<file path="src/rtl/br_update_queue_if.sv">
// Branch-result bus between the integer issue pipes and the branch update queue.
// One lane per integer pipe; lane 0 carries the oldest result of the cycle.
//   res_valid    : per-lane executed-branch valid
//   res_taken    : per-lane resolved direction
//   res_mispred  : per-lane misprediction flag
//   res_is_cond  : per-lane conditional-branch flag
//   res_hist     : per-lane global history captured at prediction
//   res_prev_cnt : per-lane counter value read at prediction
//   res_ready    : queue can take a full set of IN_WIDTH results this cycle
// master = issue pipes, slave = update queue.
interface br_update_queue_if #(
    parameter int IN_WIDTH  = 2,
    parameter int GH_WIDTH  = 10,
    parameter int CNT_WIDTH = 2
);
    logic [IN_WIDTH-1:0]           res_valid;
    logic [IN_WIDTH-1:0]           res_taken;
    logic [IN_WIDTH-1:0]           res_mispred;
    logic [IN_WIDTH-1:0]           res_is_cond;
    logic [IN_WIDTH*GH_WIDTH-1:0]  res_hist;
    logic [IN_WIDTH*CNT_WIDTH-1:0] res_prev_cnt;
    logic                          res_ready;

    modport master (
        output res_valid, res_taken, res_mispred, res_is_cond, res_hist, res_prev_cnt,
        input  res_ready
    );

    modport slave (
        input  res_valid, res_taken, res_mispred, res_is_cond, res_hist, res_prev_cnt,
        output res_ready
    );
endinterface

</file>
<file path="src/rtl/br_update_queue.sv">
// Branch-predictor update queue.
// Buffers executed branch results and retires one per cycle into the pattern
// history table (PHT) through a single write port. After reset the whole table
// is swept to the weakly-taken value before results are accepted. A registered
// history-recovery request is raised for the oldest mispredicted lane.
//
// Ports:
//   clk, rst      : clock, synchronous active-high reset
//   resBus        : branch-result bus (slave side), see br_update_queue_if
//   pht_we/wa/wv  : PHT write enable / address / counter value
//   recover_valid : one-cycle history-recovery pulse
//   recover_hist  : corrected global history for recovery
//   init_done     : table initialisation sweep finished
//
// Build option: define BR_UPDATE_BYPASS_EN to let lane 0 write the table in
// the same cycle when the queue is empty, skipping the queue.
module br_update_queue #(
    parameter int IN_WIDTH  = 2,
    parameter int ENTRY_NUM = 8,
    parameter int GH_WIDTH  = 10,
    parameter int CNT_WIDTH = 2
) (
    input  logic                 clk,
    input  logic                 rst,
    br_update_queue_if.slave     resBus,
    output logic                 pht_we,
    output logic [GH_WIDTH-1:0]  pht_wa,
    output logic [CNT_WIDTH-1:0] pht_wv,
    output logic                 recover_valid,
    output logic [GH_WIDTH-1:0]  recover_hist,
    output logic                 init_done
);

    localparam int PTR_W   = $clog2(ENTRY_NUM);
    localparam int OCC_W   = PTR_W + 1;
    localparam int CNT_MAX = (1 << CNT_WIDTH) - 1;
    localparam logic [CNT_WIDTH-1:0] INIT_CNT    = CNT_WIDTH'(CNT_MAX / 2 + 1);
    localparam logic [OCC_W-1:0]     READY_LIMIT = OCC_W'(ENTRY_NUM - IN_WIDTH);

    typedef enum logic {INIT, RUN} state_t;

    state_t                 state;
    state_t                 stateNext;
    logic [GH_WIDTH-1:0]    sweepIdx;
    logic [PTR_W-1:0]       rdPtr;
    logic [PTR_W-1:0]       wrPtr;
    logic [OCC_W-1:0]       occ;

    // Queue storage carries data only, so it is never reset.
    logic [GH_WIDTH-1:0]    qHist  [ENTRY_NUM];
    logic [CNT_WIDTH-1:0]   qPrev  [ENTRY_NUM];
    logic                   qTaken [ENTRY_NUM];

    logic                   isRun;
    logic                   accept;
    logic                   popFire;
    logic                   bypassFire;
    logic [IN_WIDTH-1:0]    pushEn;
    logic [OCC_W-1:0]       pushCount;
    logic [PTR_W-1:0]       slotIdx [IN_WIDTH];
    logic                   recVld_p0;
    logic [GH_WIDTH-1:0]    recHist_p0;

    // Saturating 2-direction counter update.
    function automatic logic [CNT_WIDTH-1:0] satUpdate(
        input logic [CNT_WIDTH-1:0] prev,
        input logic                 taken
    );
        if (taken)
            return (prev == '1) ? prev : prev + CNT_WIDTH'(1);
        else
            return (prev == '0) ? prev : prev - CNT_WIDTH'(1);
    endfunction

    // History as it should look after this branch: conditional branches shift
    // in their real outcome, unconditional ones leave history untouched.
    function automatic logic [GH_WIDTH-1:0] fixHist(
        input logic [GH_WIDTH-1:0] hist,
        input logic                taken,
        input logic                isCond
    );
        return isCond ? {hist[GH_WIDTH-2:0], taken} : hist;
    endfunction

    assign isRun              = (state == RUN);
    assign resBus.res_ready   = isRun && (occ <= READY_LIMIT);
    assign accept             = resBus.res_ready;
    assign popFire            = isRun && (occ != '0);
    assign init_done          = isRun;

`ifdef BR_UPDATE_BYPASS_EN
    // Empty queue: lane 0 goes straight to the table port, which is free.
    assign bypassFire = isRun && (occ == '0) && resBus.res_valid[0];
`else
    assign bypassFire = 1'b0;
`endif

    // Compact valid lanes into consecutive slots starting at wrPtr.
    always_comb begin
        pushCount = '0;
        pushEn    = '0;
        for (int i = 0; i < IN_WIDTH; i++) begin
            slotIdx[i] = wrPtr + pushCount[PTR_W-1:0];
            if (accept && resBus.res_valid[i] && !(bypassFire && (i == 0))) begin
                pushEn[i] = 1'b1;
                pushCount = pushCount + OCC_W'(1);
            end
        end
    end

    // Descending scan so the lowest mispredicting lane overrides later ones.
    always_comb begin
        recVld_p0  = 1'b0;
        recHist_p0 = '0;
        for (int i = IN_WIDTH - 1; i >= 0; i--) begin
            if (accept && resBus.res_valid[i] && resBus.res_mispred[i]) begin
                recVld_p0  = 1'b1;
                recHist_p0 = fixHist(resBus.res_hist[i*GH_WIDTH +: GH_WIDTH],
                                     resBus.res_taken[i], resBus.res_is_cond[i]);
            end
        end
    end

    always_ff @(posedge clk) begin
        if (rst) state <= INIT;
        else     state <= stateNext;
    end

    always_comb begin
        stateNext = state;
        pht_we    = 1'b0;
        pht_wa    = '0;
        pht_wv    = '0;
        case (state)
            INIT: begin
                pht_we = 1'b1;
                pht_wa = sweepIdx;
                pht_wv = INIT_CNT;
                if (sweepIdx == '1) stateNext = RUN;
            end
            RUN: begin
                if (popFire) begin
                    pht_we = 1'b1;
                    pht_wa = qHist[rdPtr];
                    pht_wv = satUpdate(qPrev[rdPtr], qTaken[rdPtr]);
                end else if (bypassFire) begin
                    pht_we = 1'b1;
                    pht_wa = resBus.res_hist[GH_WIDTH-1:0];
                    pht_wv = satUpdate(resBus.res_prev_cnt[CNT_WIDTH-1:0], resBus.res_taken[0]);
                end
            end
            default: stateNext = INIT;
        endcase
    end

    // ---- control stage: pointers, occupancy, sweep, recovery ----
    always_ff @(posedge clk) begin
        if (rst) begin
            sweepIdx      <= '0;
            rdPtr         <= '0;
            wrPtr         <= '0;
            occ           <= '0;
            recover_valid <= 1'b0;
            recover_hist  <= '0;
        end else begin
            if (state == INIT) sweepIdx <= sweepIdx + GH_WIDTH'(1);
            if (popFire)       rdPtr    <= rdPtr + PTR_W'(1);
            wrPtr         <= wrPtr + pushCount[PTR_W-1:0];
            occ           <= occ + pushCount - OCC_W'(popFire);
            recover_valid <= recVld_p0;
            if (recVld_p0) recover_hist <= recHist_p0;
        end
    end

    // ---- data stage: queue entry capture ----
    always_ff @(posedge clk) begin
        for (int i = 0; i < IN_WIDTH; i++) begin
            if (pushEn[i]) begin
                qHist[slotIdx[i]]  <= resBus.res_hist[i*GH_WIDTH +: GH_WIDTH];
                qPrev[slotIdx[i]]  <= resBus.res_prev_cnt[i*CNT_WIDTH +: CNT_WIDTH];
                qTaken[slotIdx[i]] <= resBus.res_taken[i];
            end
        end
    end

endmodule

</file>
<file path="src/flat_wrapper.sv">
// flat-port wrapper written by rule: the top's interface ports become plain ports
module br_update_queue_flat 
#(
    parameter int IN_WIDTH  = 2,
    parameter int ENTRY_NUM = 8,
    parameter int GH_WIDTH  = 10,
    parameter int CNT_WIDTH = 2
)
  (clk, rst, pht_we, pht_wa, pht_wv, recover_valid, recover_hist, init_done, resBus_res_valid, resBus_res_taken, resBus_res_mispred, resBus_res_is_cond, resBus_res_hist, resBus_res_prev_cnt, resBus_res_ready);
  br_update_queue_if #(.IN_WIDTH(IN_WIDTH), .GH_WIDTH(GH_WIDTH), .CNT_WIDTH(CNT_WIDTH)) resBus_i ();
  input  logic clk;
  input  logic rst;
  output logic pht_we;
  output logic [GH_WIDTH-1:0] pht_wa;
  output logic [CNT_WIDTH-1:0] pht_wv;
  output logic recover_valid;
  output logic [GH_WIDTH-1:0] recover_hist;
  output logic init_done;
  input wire logic [$bits(resBus_i.res_valid)-1:0] resBus_res_valid;
  input wire logic [$bits(resBus_i.res_taken)-1:0] resBus_res_taken;
  input wire logic [$bits(resBus_i.res_mispred)-1:0] resBus_res_mispred;
  input wire logic [$bits(resBus_i.res_is_cond)-1:0] resBus_res_is_cond;
  input wire logic [$bits(resBus_i.res_hist)-1:0] resBus_res_hist;
  input wire logic [$bits(resBus_i.res_prev_cnt)-1:0] resBus_res_prev_cnt;
  output wire logic [$bits(resBus_i.res_ready)-1:0] resBus_res_ready;
  assign resBus_i.res_valid = resBus_res_valid;
  assign resBus_i.res_taken = resBus_res_taken;
  assign resBus_i.res_mispred = resBus_res_mispred;
  assign resBus_i.res_is_cond = resBus_res_is_cond;
  assign resBus_i.res_hist = resBus_res_hist;
  assign resBus_i.res_prev_cnt = resBus_res_prev_cnt;
  assign resBus_res_ready = resBus_i.res_ready;
  br_update_queue #(.IN_WIDTH(IN_WIDTH), .ENTRY_NUM(ENTRY_NUM), .GH_WIDTH(GH_WIDTH), .CNT_WIDTH(CNT_WIDTH)) u_core (.clk(clk), .rst(rst), .resBus(resBus_i), .pht_we(pht_we), .pht_wa(pht_wa), .pht_wv(pht_wv), .recover_valid(recover_valid), .recover_hist(recover_hist), .init_done(init_done));
endmodule
</file>
<file path="config.mk">
export PLATFORM = sky130hd
export DESIGN_NAME = br_update_queue_flat
export DESIGN_NICKNAME = d
export VERILOG_FILES = /design/src/rtl/br_update_queue_if.sv /design/src/rtl/br_update_queue.sv /design/src/flat_wrapper.sv
export SDC_FILE = /design/constraint.sdc
export NUM_CORES = 1
export LEC_CHECK = 0
export CORE_MARGIN = 1
export CORE_UTILIZATION = 40
export DETAILED_ROUTE_END_ITERATION = 10
export SLEW_MARGIN = 20
export SYNTH_ARGS = -nofsm -noshare
export SYNTH_HDL_FRONTEND = slang
export SYNTH_SLANG_ARGS = --single-unit
</file>
<file path="constraint.sdc">
create_clock -name clk -period 4.44 [get_ports clk]
set_clock_uncertainty 0.05 [all_clocks]
set_input_delay 0.666 -clock clk [delete_from_list [all_inputs] [get_ports clk]]
set_output_delay 0.666 -clock clk [all_outputs]
set_load 0.01 [all_outputs]
</file>
-- Word level (Yosys, flattened, before mapping)
Memories as Yosys holds them, arrays and structs flattened. A register that Yosys moved wholly into a read port is not among the register bits.
Cells that the tools add are included.
- register bits after elaboration: 32
- bits in writable memories: 104
- input bits: 34
- output and inout port bits: 26
- word-level logic and storage cells: 62
- memories kept: 3
- memories (memory ; words ; bits a word ; read ports ; clocked after Yosys merged registers in ; write ports ; RTL line ; RTL):
    u_core.qHist ; 8 ; 10 ; 1 ; 1 ; 2 ; br_update_queue.sv:50 ; logic [GH_WIDTH-1:0] qHist [ENTRY_NUM];
    u_core.qPrev ; 8 ; 2 ; 1 ; 1 ; 2 ; br_update_queue.sv:51 ; logic [CNT_WIDTH-1:0] qPrev [ENTRY_NUM];
    u_core.qTaken ; 8 ; 1 ; 1 ; 1 ; 2 ; br_update_queue.sv:52 ; logic qTaken [ENTRY_NUM];
- $add $sub $neg: 9
- $lt $le $gt $ge: 1
- eq/ne operators: 2
- muxes and demuxes: 31
- bitwise logic cells: 1
- reductions and logical operators: 8
- operators with widths (kind ; count):
    $mux 10 ; 5
    $pmux 10 s2 ; 1
    $mux 3 ; 6
    $mux 1 ; 12
    $add 10x1->10 const B ; 1
    $eq 10x10->1 const B ; 1
    $mux 2 ; 4
    $add 3x3->3 ; 2
    $logic_and 1x1->1 ; 6
    $add 4x1->4 const B ; 1
    $add 4x4->4 ; 1
    $le 4x3->1 const B ; 1
    $mux 4 ; 1
    $pmux 2 s2 ; 1
    $reduce_bool 4->1 ; 1
    $sub 4x1->4 ; 1
    $add 3x1->3 const B ; 1
    $add 2x1->2 const B ; 1
    $eq 2x2->1 const B ; 1
    $logic_not 2->1 ; 1
    $pmux 1 s2 ; 1
    $sub 2x1->2 const B ; 1
    $not 1->1 ; 1

-- Depth between registers and ports, before layout
Gate-level depths: netlist of the first run.
- depth in word-level cells: 8
- gate-level depth with buffers: 14
- gate-level depth less buffers: 14

-- Least setup slack after synthesis of the first run
Ideal clock, no wire load.
- path kind: register -> register
- start: register u_core.occ[3]
- end: memory u_core.qHist[2][0] (enable)
- setup time: 386 ps
- data arrival time: 3091 ps
- required time: 4004 ps
- slack: 913 ps
- cell stages (with the launch flop): 13
- path buffers: 1
- clock period less this slack: 3527 ps
- path through: dfxtp_1 > inv_1 > ha_1 > and3b_2 > o21a_1 > and2_1 > ha_1 > ha_1 > xnor2_1 > nand2_1 > nor3_1 > buf_2 > o21bai_1
- RTL lines (element ; RTL line ; RTL):
    start: declaration ; br_update_queue.sv:47 ; logic [OCC_W-1:0] occ;
    start signal: assignment ; br_update_queue.sv:169 ; occ <= occ + pushCount - OCC_W'(popFire);
    end: declaration ; br_update_queue.sv:50 ;

==> results of run 1 <==
[kinds of logic (layout without fill, tap and decap cells)]
logic type,Yosys count,in the layout,synth area share
XOR/XNOR,14,14,0.0166
adder cells (fa/ha/maj),16,16,0.0291
flip-flops,139,139,0.516
AO/OA/AOI/OAI,55,55,0.0530
buffers and inverters,72,136,0.0404
multiplexers,164,164,0.293
AND/OR/NAND/NOR,71,71,0.0515
[sequential cells by signal (all words and copies together), names as in the netlist, named ones only]
signal                cells
u_core.recover_hist      10
u_core.wrPtr              3
u_core.qTaken             8
u_core.rdPtr              3
u_core.occ                4
u_core.recover_valid      1
u_core.sweepIdx          10
u_core.init_done          1
u_core.qPrev             16
u_core.qHist             80
[path summary, 6_finish.rpt]
path | slack (ps) | end | cells past startpoint | start
setup / recovery | 660 | u_core.qHist[2][1] | 12 | u_core.occ[3]
hold / removal | 440 | flop | 2 | u_core.rdPtr[1]
setup reg to reg | 660 | u_core.qHist[2][1] | 12 | u_core.occ[3]
hold reg to reg | 440 | flop | 2 | u_core.rdPtr[1]
[layout by cell type (no fill, tap or decap), types with 3 or more instances in the layout]
master,n
edfxtp_1,104
mux2_2,98
clkdlybuf4s50_1,59
dfxtp_1,35
mux4_2,26
inv_1,24
mux2i_1,22
nor2_1,21
buf_4,21
a211oi_1,20
clkbuf_16,17
mux2_4,16
ha_1,14
nor2b_1,13
o22ai_1,12
nand2_1,9
xnor2_1,8
nand3_1,7
a21oi_1,6
xor2_1,6
nor3_2,4
o21bai_1,4
clkinvlp_4,4
clkinv_2,4
o21ai_0,3
o2111ai_2,3
[power breakdown]
group	switching, uW	total (uW)	internal, uW
sequential	2.79	1400	1400
clock	556	1350	797
combinational	68.2	150	82.0
[layout make-up]
class | count | share of cell area
Multi-Input combinational cell | 320 | 0.376
Tap cell | 229 | 0.0325
Timing Repair Buffer | 80 | 0.0848
Inverter | 24 | 0.0102
Clock inverter | 11 | 0.0111
Clock buffer | 21 | 0.0522
Sequential cell | 139 | 0.433
[worst max-delay path: stages, from the launching register on]
cell and delay (ps):
dfxtp_1 350, inv_1 70, ha_1 210, and3b_2 270, o21a_1 240, and2_1 200, ha_1 210, ha_1 220
xnor2_1 300, nand2_1 160, nor3_2 610, buf_4 300, mux2_2 340
[stage by stage]
stage          setup slack, ps  hold WS [ps]  std cells  power (uW)
3_3_place_gp               781           415        792        1570
5_1_grt                    504           473        824        2990
3_5_place_dp               691           426        792        1580
2_1_floorplan              913           404        531        1510
6_report                   662           441        824        2900
4_1_cts                    703           437        824        2920
[metal layers]
| metal | vias up | routed length (um) | GRT usage |
|---|---|---|---|
| met5 | - | 0 | 0 |
| met4 | 0 | 282 | 0.0639 |
| met3 | 20 | 740 | 0.0461 |
| met2 | 108 | 9070 | 0.338 |
| met1 | 2372 | 8480 | 0.267 |
| li1 | 2119 | - | - |
==> summary.md, run 1 <==
| Metric | Value |
|---|---|
| Die area | `0.0191 sq mm` |
| Synthesized cell area | `0.00741 sq mm` |
| Initial DRC count | `321` |
| Drt wl/cell | `22.5 um` |
| DRC errors left | `10` |
| Hold buffers post-CTS | `0` |
| Register Area | `0.00382 sq mm` |
| Clk root buf | `clkbuf_16` |
| Async SR Flop Fraction | `0` |
| Vias per Instance | `5.61` |
| Max cap viols | `0` |
| Global-route wire length before repair | `28,500 um` |
| Ant. Diodes | `0` |
| Final slew viol count | `0` |
| Nets | `632` |
| Syn_area_per_cell | `13.9 sq um` |
| Worst-Margin Slew | `1100 ps` |
| Final Critical Period | `3780 ps` |
| Synth top area cells | `edfxtp_1, mux2_2, dfxtp_1` |
| Layout cell share with drive strength beyond 1 | `0.343` |
| Synth warnings | `0` |
| Number of synthesized register bits | `139` |
| Hold Vio Cnt, Final | `0` |
| Clk slew on worst S/H paths | `60 ps` |
| Grt ovf | `0` |
| CP arrival | `3910 ps` |
| Postcts setup bufs | `0` |
| # resized after CTS | `0` |
| Fill count | `1,553` |
| CP Launch Type | `flop` |
| Ports | `60` |
| Pre-Repair DR Iteration Count | `8` |
| Post-route cell area | `0.00883 sq mm` |
| Unrepaired setup endpoints after global routing | `no` |
| Pleak | `0.00298 uW` |
| Dpl cell area | `0.00827 sq mm` |
| Layout Utilization | `0.488` |
| Synth unique cells | `46` |
| Yosys top cell by area | `edfxtp_1` |
| Failing checks | `design-rule violations` |
| Final period utilization | `0.851` |
| Post-synth net total | `581` |
| WS Path Type | `reg -> reg` |
| Starting Density | `0.410` |
| Total track usage | `0.204` |
| Area share of the leading cell type in the synthesized netlist | `0.422` |
| TritonCTS Buffers | `17` |
| Antenna violations before repair | `0` |
| Number of global-route vias before repair | `4,690` |
| Final ANT Viol Nets | `0` |
| Sequential share of the synthesized area | `0.516` |
| Die W | `138 um` |
| Most frequent cell after synthesis | `edfxtp_1` |
| PwrDens | `329 mW/mm^2` |
| Worst min-delay path category | `reg -> reg` |
| PortBufs | `59` |
| Via count | `4,619` |
| Worst Path Required | `4570 ps` |
| Largest net degree at the start of global routing | `34` |
| H-tree depth | `4` |
| Area Growth Syn to Fin | `19.2%` |
| Row cnt | `49` |
| Clock buffer depth | `2` |
| Status | `finished with violations` |
| Multi-input gate area | `0.00332 sq mm` |
| Sink Count | `139` |
| Syn Inst Count | `531` |
| Core Box Area | `0.0181 sq mm` |
| Prevailing post-synth register cell | `edfxtp_1` |
| Die height | `138 um` |
| Worst VDD drop | `270 uV` |
| Gpl congestion | `0.798` |
| Crit end category | `flop` |
| Total Wirelength | `18,600 um` |
| Clk_lat worst skew | `430 ps` |
| CP max FO | `8` |
| Relative slew slack | `0.266` |
| HPWL after DPL | `11,900 um` |
| CTS tree | `done` |
| Setup_tns | `0 ps` |
| Final setup viols | `0` |
| Number of synthesized flops with an enable pin | `104` |
| Synth cell count leaders | `edfxtp_1, mux2_2, dfxtp_1, mux4_2, inv_1` |
| Fmax | `265 MHz` |
(Power assumes the default switching activity.)
==> run 2: changes to the inputs <==
--- a/constraint.sdc
+++ b/constraint.sdc
@@ -4,2 +4,2 @@
 set_output_delay 0.666 -clock clk [all_outputs]
-set_load 0.01 [all_outputs]
+set_load 0.05 [all_outputs]
==> run 2 against run 1 <==
The run still ends with design-rule violations left. Final cell count unchanged. Cell area increased by 0.58%. Critical path depth decreased by 7. Sequential power about the same. Count of clock-buffer cells in the layout unchanged. Sequential cell count unchanged. Combinational power increased by 6%. Die area unchanged. Critical path type is now reg -> out. Critical endpoint is now pht_wv[0]. Largest power group is now clock. Highest routed layer unchanged.
==> summary.md, run 2 (synthesis gave the netlist of run 1 again) <==
| Metric | Value |
|---|---|
| Clk slew on worst S/H paths | `60 ps` |
| Final Critical Period | `3970 ps` |
| Layout cell share with drive strength beyond 1 | `0.341` |
| Worst VDD drop | `254 uV` |
| Pleak | `0.00300 uW` |
| Unrepaired setup endpoints after global routing | `no` |
| Failing checks | `design-rule violations` |
| WS Path Type | `reg -> out` |
| Grt ovf | `0` |
| Worst-Margin Slew | `1110 ps` |
| Clk_lat worst skew | `420 ps` |
| Nets | `632` |
| Commonest non-fill, non-tap cell in the layout | `edfxtp_1` |
| Setup_tns | `0 ps` |
| Final setup viols | `0` |
| Area Growth Syn to Fin | `19.9%` |
| DRC errors left | `10` |
| Final ANT Viol Nets | `0` |
| Largest net degree at the start of global routing | `34` |
| Antenna violations before repair | `0` |
| Crit-path leading delay family | `multiplexers` |
| Postcts setup bufs | `0` |
| Relative slew slack | `0.262` |
| Worst Path Required | `3720 ps` |
| Worst path max stage delay | `840 ps` |
| Row cnt | `49` |
| PwrDens | `339 mW/mm^2` |
| Clock buffer depth | `2` |
| Worst path cell trace | `mux4_2 > mux2i_1 > o21ai_0 > a21oi_1 > clkdlybuf4s50_1` |
| PortBufs | `59` |
| Die W | `138 um` |
| Total Wirelength | `18,700 um` |
| Hold path start | `u_core.rdPtr[1]` |
| Starting Density | `0.410` |
| Ant. Diodes | `0` |
| Max FFs per register | `80` |
| Vias per Instance | `5.70` |
| Initial DRC count | `421` |
| CP arrival | `3250 ps` |
| Via count | `4,699` |
| R2r startpoint | `u_core.occ[3]` |
| Pre-Repair DR Iteration Count | `8` |
| Commonest non-fill, non-tap cells in the layout | `edfxtp_1, mux2_2, clkdlybuf4s50_1` |
| Total track usage | `0.205` |
| HPWL after DPL | `12,200 um` |
| Fmax | `252 MHz` |
| Gpl congestion | `0.791` |
| Worst min-delay path category | `reg -> reg` |
| Max cap viols | `0` |
| CTS tree | `done` |
| CP max FO | `10` |
| Final period utilization | `0.894` |
| CP max-delay cell | `clkdlybuf4s50_1` |
| Hold Vio Cnt, Final | `0` |
| Clk root buf | `clkbuf_16` |
| TritonCTS Buffers | `17` |
| Crit end category | `output port` |
| H-tree depth | `4` |
| Die area | `0.0191 sq mm` |
| Global-route wire length before repair | `28,500 um` |
| Core Box Area | `0.0181 sq mm` |
| CP Launch Type | `flop` |
| Ports | `60` |
| Hold buffers post-CTS | `0` |
| Sink Count | `139` |
| Drt wl/cell | `22.7 um` |
| WP buf/inv | `1` |
| Post-route cell area | `0.00888 sq mm` |
| Status | `finished with violations` |
| # resized after CTS | `0` |
| Number of global-route vias before repair | `4,840` |
| Die height | `138 um` |
| Dpl cell area | `0.00828 sq mm` |
| Final slew viol count | `0` |
-- run 2: power breakdown --
part | internal [uW] | switching (uW)
Combinational | 82.0 | 76.6
Clock | 897 | 552
Sequential | 1400 | 2.87
Total | 2380 | 631
-- run 2: final timing paths --
kind,slack [ps],to,depth (start not counted)
worst max-delay path,470,pht_wv[0],5
worst min-delay path,460,flop,2
worst max register to register,650,u_core.qHist[2][5],12
worst min register to register,460,flop,2
-- run 2: stage by stage --
step                hold WS [ps]  utilization  worst slack (ps)  power, uW  cells
finish                       465        0.491               469       3010    824
CTS                          456        0.491               462       3030    824
global route                 481        0.491               346       3090    824
detailed placement           442        0.458               679       1580    792
global placement             435        0.458               746       1580    792
floorplan                    404            -               460       1520    531
-- run 2: area by class of cell --
| type | count | area [sq um] |
|---|---|---|
| Clock inverter | 11 | 146 |
| Fill cell | 1536 | 9210 |
| Clock buffer | 21 | 450 |
| Sequential cell | 139 | 3820 |
| Timing Repair Buffer | 80 | 761 |
| Multi-Input combinational cell | 320 | 3320 |
| Inverter | 24 | 90.1 |
| Tap cell | 229 | 287 |
-- run 2: worst register-to-register path: cells and delay by family, from the launching register on --
kind / cells / cell delay [ps]
mux: 1 / 350
compound gates: 1 / 240
buf+inv: 2 / 380
xor+xnor: 1 / 290
flops: 1 / 350
fa+ha+maj: 3 / 630
simple gates: 4 / 1250
-- run 2: routing by layer --
metal / part of all wire / GRT usage / wire length, um
met5: 0 / 0 / 0
met4: 0.034 / 0.105 / 643
met3: 0.046 / 0.0353 / 863
met2: 0.47 / 0.326 / 8850
met1: 0.45 / 0.271 / 8350
